==> src/rtl/router_pkg.sv <==
// Shared sizing defaults and header length-field layout for the router FIFO.
package router_pkg;
   localparam int ROUTER_WIDTH = 8;
   localparam int ROUTER_DEPTH = 16;
   localparam int LEN_MSB      = 7;
   localparam int LEN_LSB      = 2;
   localparam int CNT_W        = 7;

   typedef logic [CNT_W-1:0] pkt_cnt_t;

   // Bytes still owed after a header: payload length plus the trailing parity byte.
   function automatic pkt_cnt_t hdr_to_cnt(input logic [LEN_MSB-LEN_LSB:0] len);
      return pkt_cnt_t'(len) + pkt_cnt_t'(1);
   endfunction
endpackage

==> src/rtl/router_fifo_mem.sv <==
// Router FIFO storage: one write port, one registered read port with a synchronous clear.
// Read latency 1; no flow control of its own, the caller qualifies every enable.
module router_fifo_mem
   import router_pkg::*;
#(
   parameter int WIDTH = ROUTER_WIDTH,
   parameter int DEPTH = ROUTER_DEPTH,
   localparam int AW   = $clog2(DEPTH)
) (
   input  logic           clock,
   input  logic           resetn,
   input  logic           wr_en_i,
   input  logic [AW-1:0]  wr_addr_i,
   input  logic [WIDTH:0] wr_dat_i,
   input  logic           rd_en_i,
   input  logic [AW-1:0]  rd_addr_i,
   input  logic           rd_clr_i,
   output logic [WIDTH:0] rd_dat_o
);
   logic [WIDTH:0] mem_q [DEPTH];
   logic [WIDTH:0] rd_dat_q;

   always_ff @(posedge clock) begin
      if (wr_en_i) begin
         mem_q[wr_addr_i] <= wr_dat_i;
      end
   end

   always_ff @(posedge clock or negedge resetn) begin
      if (!resetn) begin
         rd_dat_q <= '0;
      end else if (rd_clr_i) begin
         rd_dat_q <= '0;
      end else if (rd_en_i) begin
         rd_dat_q <= mem_q[rd_addr_i];
      end
   end

   assign rd_dat_o = rd_dat_q;
endmodule

==> src/rtl/router_fifo.sv <==
// Router output FIFO with header-tagged entries and packet byte counter; data_out 1 cycle after read.
// Writes while full / reads while empty are dropped. Optional almost_full via ROUTER_FIFO_ALMOST_FULL_EN.
module router_fifo
   import router_pkg::*;
#(
   parameter int WIDTH = ROUTER_WIDTH,
   parameter int DEPTH = ROUTER_DEPTH
) (
   input  logic             clock,
   input  logic             resetn,
   input  logic             soft_reset,
   input  logic             write_enb,
   input  logic             lfd_state,
   input  logic [WIDTH-1:0] data_in,
   input  logic             read_enb,
   output logic [WIDTH-1:0] data_out,
   output logic             full,
   output logic             empty
`ifdef ROUTER_FIFO_ALMOST_FULL_EN
   ,
   output logic             almost_full
`endif
);
   localparam int AW = $clog2(DEPTH);
   localparam int PW = AW + 1;

   logic [PW-1:0]  wptr_q, wptr_d;
   logic [PW-1:0]  rptr_q, rptr_d;
   pkt_cnt_t       cnt_q, cnt_d;
   logic           rd_vld_q;
   logic           wr_acc, rd_acc, rd_clr;
   logic [WIDTH:0] rd_dat;

   assign empty  = (wptr_q == rptr_q);
   assign full   = (wptr_q[AW] != rptr_q[AW]) && (wptr_q[AW-1:0] == rptr_q[AW-1:0]);
   assign wr_acc = write_enb && !full;
   assign rd_acc = read_enb && !empty;

   always_comb begin
      wptr_d = wptr_q;
      rptr_d = rptr_q;
      if (soft_reset) begin
         wptr_d = '0;
         rptr_d = '0;
      end else begin
         if (wr_acc) wptr_d = wptr_q + PW'(1);
         if (rd_acc) rptr_d = rptr_q + PW'(1);
      end
   end

   // The entry read last edge only becomes visible in the read register now, so cnt_q
   // trails by one read; cnt_d folds that read in and is the true packet count.
   always_comb begin
      cnt_d = cnt_q;
      if (rd_vld_q) begin
         if (rd_dat[WIDTH]) begin
            cnt_d = hdr_to_cnt(rd_dat[LEN_MSB:LEN_LSB]);
         end else if (cnt_q != '0) begin
            cnt_d = cnt_q - pkt_cnt_t'(1);
         end
      end
   end

   assign rd_clr = soft_reset || (!rd_acc && (cnt_d == '0));

   always_ff @(posedge clock or negedge resetn) begin
      if (!resetn) begin
         wptr_q   <= '0;
         rptr_q   <= '0;
         cnt_q    <= '0;
         rd_vld_q <= 1'b0;
      end else begin
         wptr_q   <= wptr_d;
         rptr_q   <= rptr_d;
         cnt_q    <= soft_reset ? '0 : cnt_d;
         rd_vld_q <= rd_acc && !soft_reset;
      end
   end

   router_fifo_mem #(
      .WIDTH (WIDTH),
      .DEPTH (DEPTH)
   ) u_mem (
      .clock     (clock),
      .resetn    (resetn),
      .wr_en_i   (wr_acc && !soft_reset),
      .wr_addr_i (wptr_q[AW-1:0]),
      .wr_dat_i  ({lfd_state, data_in}),
      .rd_en_i   (rd_acc),
      .rd_addr_i (rptr_q[AW-1:0]),
      .rd_clr_i  (rd_clr),
      .rd_dat_o  (rd_dat)
   );

   assign data_out = rd_dat[WIDTH-1:0];

`ifdef ROUTER_FIFO_ALMOST_FULL_EN
   logic [PW-1:0] occ;
   assign occ         = wptr_q - rptr_q;
   assign almost_full = (occ >= PW'(DEPTH - 1));
`endif
endmodule
==> config.mk <==
export PLATFORM = sky130hd
export DESIGN_NAME = router_fifo
export DESIGN_NICKNAME = d
export VERILOG_FILES = /design/src/rtl/router_pkg.sv /design/src/rtl/router_fifo_mem.sv /design/src/rtl/router_fifo.sv
export SDC_FILE = /design/constraint.sdc
export NUM_CORES = 1
export LEC_CHECK = 0
export BUFFER_PORTS_ARGS = -buffer_cell sky130_fd_sc_hd__buf_4
export CORE_ASPECT_RATIO = 1.4
export CORE_UTILIZATION = 30
export DETAILED_ROUTE_END_ITERATION = 10
export GPL_TIMING_DRIVEN = 0
export SKIP_LAST_GASP = 1
export SLEW_MARGIN = 20
export SYNTH_ARGS = -nofsm -noshare
export SYNTH_HDL_FRONTEND = slang
export SYNTH_SLANG_ARGS = --single-unit
==> constraint.sdc <==
create_clock -name clock -period 5.4 [get_ports clock]
set_clock_uncertainty 0.2 [all_clocks]
set_input_delay 1.08 -clock clock [delete_from_list [all_inputs] [get_ports clock]]
set_output_delay 1.08 -clock clock [all_outputs]
set_load 0.05 [all_outputs]
==> impl_metrics.tcl <==
set metrics [dict create \
    wirelength_mm 15.3 \
    antenna_found_initial 0 \
    grt_start_max_net_pins 28 \
    power_density_mw_per_mm2 414 \
    num_vias 3907 \
    yosys_warnings 0 \
    critPathKind "reg -> out" \
    root_buffer "clkbuf_16" \
    post-route-min-period_ns 3.37 \
    syn_nets 451 \
    grt_setup_unrepaired "false" \
    p_total_w 0.00356 \
    worst_pin_slew_ns 0.805 \
    drc 0 \
    groute.usage.overall_pct 13.2 \
    grt_pass1_wl_mm 24.2 \
    synth_area_per_cell_sq_um 17.1 \
    final_hold_viol_count 0 \
    drive_above_1_share_pct 27.1 \
    num_rows 67 \
    fin_cells 800 \
    hold_class "in -> async" \
    cts_tree "yes" \
    slowest_delay_ns 0.55 \
    finalSetupViolCount 0 \
    required_ns 4.12 \
    maxSlewViolCount 0 \
    drt_iter0_markers 252 \
    cp-start-kind "register" \
    yosysTopAreaCell "edfxtp_1" \
    synth_edf_count 144 \
    drt_first_pass_iters 4 \
    die_area_sq_mm 0.0250 \
    die_x_um 134 \
    placeableCoreArea_sq_mm 0.0240 \
    cts-resized-gates 0 \
    ys_seq_elements 171 \
    maxCapViolCount 0 \
    place_congestion 0.844 \
    drtAntennaViolNets 0 \
    irDropWorstVdd_v 0.000208 \
    gr-total-overflow 0 \
    via_per_inst 4.88 \
    worstSkewPairLatency_ns 0.42 \
    final_nets 499 \
    status "finished, final reports clean" \
    clockBufferDepth 2 \
    start_util_pct 30.5 \
    synthTopCellsByArea "edfxtp_1 59%, mux4_2 11%, dfrtp_1 9.2%, nor2_1 1.4%, mux2_2 1.4%" \
    diodes 0 \
    cts_sinks 171 \
    dp_cells 768 \
    io_buffers 23 \
    dominantRegCellSynth "edfxtp_1" \
    tns_ns 0 \
    drt-wirelength-per-cell_um 19.2 \
    synth_cell_type_count 51 \
    synth_area_sq_mm 0.00732 \
    p_leak_nw 2.92 \
    cp_slowest_cell "nor4_1" \
    pin_count 24 \
    h-tree-depth 4 \
    arrival_ns 2.09 \
    first_global_vias 4174 \
    cts_made_buffers 17 \
    post-cts-setup-buffer-count 0 \
    cts_hold_buf 0 \
    maxSlewHeadroom_pct 46.0 \
    synth_seq_area_share_pct 68.3 \
    synth_top_area_share_pct 59.1 \
    ys_async_sr_fraction_pct 15.8 \
    timing.fmax_ghz 0.297 \
    dp_hpwl_mm 10.9 \
    crit_path_end_kind "primary output" \
    clk_pin_slew_worst_paths_ns 0.06 \
    cp_max_fo 7 \
    worstPathCellList "buf_2, xor2_1, nor4_1, and2_1, buf_4" \
    die_h_um 187 \
    synth_cells 429 \
    fin_crit_sh_pct 62.4 \
    area_delta_synth_final_pct 17.3 \
]
-- final cells by class --
| class | instances | area (sq um) |
|---|---|---|
| fillers | 2268 | 15400 |
| flip-flops and latches | 171 | 5000 |
| multi-input cells | 222 | 2170 |
| clock buffers | 17 | 425 |
| well taps | 310 | 388 |
| repair buffers | 29 | 215 |
| clock inverters | 15 | 198 |
| plain buffers | 29 | 161 |
| inverters | 7 | 26.3 |
-- stage by stage --
stage	cell area, sq um	setup WS [ns]	hold WS, ns	util [%]
2_1_floorplan	7320	2.22	0.337	-
3_3_place_gp	7880	1.09	0.364	32.9
3_5_place_dp	7960	2.01	0.365	33.2
4_1_cts	8580	2.03	0.365	35.8
5_1_grt	8580	1.88	0.383	35.8
6_report	8580	2.03	0.368	35.8
-- per-layer routing --
layer  track usage, %  share of wire, %
met1             14.9                40
met5                0                 0
met3             2.72               3.0
met2             23.6                54
met4             5.68               2.4
-- power by group --
part,switching (W),internal [W]
registers,0.0000438,0.00147
logic,0.000435,0.000336
clock network,0.000499,0.000774
total,0.000978,0.00258
-- worst paths after layout --
path | from | to | slack [ns] | depth (start not counted)
hold reg to reg | u_mem.rd_dat_o[1] | u_mem.rd_dat_o[1] | 0.38 | 2
hold / removal | resetn | cnt_q[0] | 0.37 | 1
min in group clock | u_mem.rd_dat_o[1] | u_mem.rd_dat_o[1] | 0.38 | 2
max in group asynchronous | resetn | wptr_q[0] | 4.36 | 1
setup reg to reg | wptr_q[0] | u_mem.mem_q[10][3] | 2.40 | 6
setup / recovery | wptr_q[3] | empty | 2.03 | 5
-- Yosys cell counts, types with 6 or more instances --
cell / n
a21oi_1: 12
and2_1: 8
buf_2: 6
buf_4: 10
clkbuf_1: 11
dfrtp_1: 27
edfxtp_1: 144
ha_1: 8
inv_1: 7
mux2_2: 9
mux2i_1: 9
mux4_2: 36
nand2_1: 10
nand3b_1: 9
nor2_1: 28
nor3_1: 8
o22ai_1: 10
xnor2_1: 6
xor2_1: 11
-- sequential cells by signal, summed over array words and instances, names as in the netlist --
signal and flops:
cnt_q 7, rd_vld_q 1, rptr_q 5, u_mem.mem_q 144
u_mem.rd_dat_o 9, wptr_q 5
-- worst max-delay path, delay by kind of cell (launching register included) --
kind                   cells  cell delay, ns
flip-flops                 1            0.35
buffers and inverters      2            0.38
AND/OR/NAND/NOR            2            0.79
XOR/XNOR                   1            0.15
-- kinds of logic after synthesis --
kind of cell / Yosys count / share of synthesized area, %
compound gates: 42 / 3.88
xor+xnor: 17 / 2.03
fa+ha+maj: 8 / 1.37
buf+inv: 36 / 2.56
flops: 171 / 68.3
mux: 54 / 13.7
simple gates: 101 / 8.12
-- layout by cell type (no fill, tap or decap), drive strengths merged, types with 4 or more instances in the layout --
cell / n
dfrtp: 27
nor2: 28
buf: 47
and2: 8
mux2i: 9
mux4: 36
ha: 8
nor4b: 4
mux2: 9
xor2: 11
nand2b: 5
a21oi: 12
o22ai: 11
nand2: 10
inv: 9
nand3: 5
bufinv: 4
nand4: 5
clkinv: 5
edfxtp: 144
nor3: 9
clkinvlp: 4
xnor2: 6
clkbuf: 28
nand3b: 9
a211oi: 5
No activity file was read; power rests on OpenSTA's default activity.
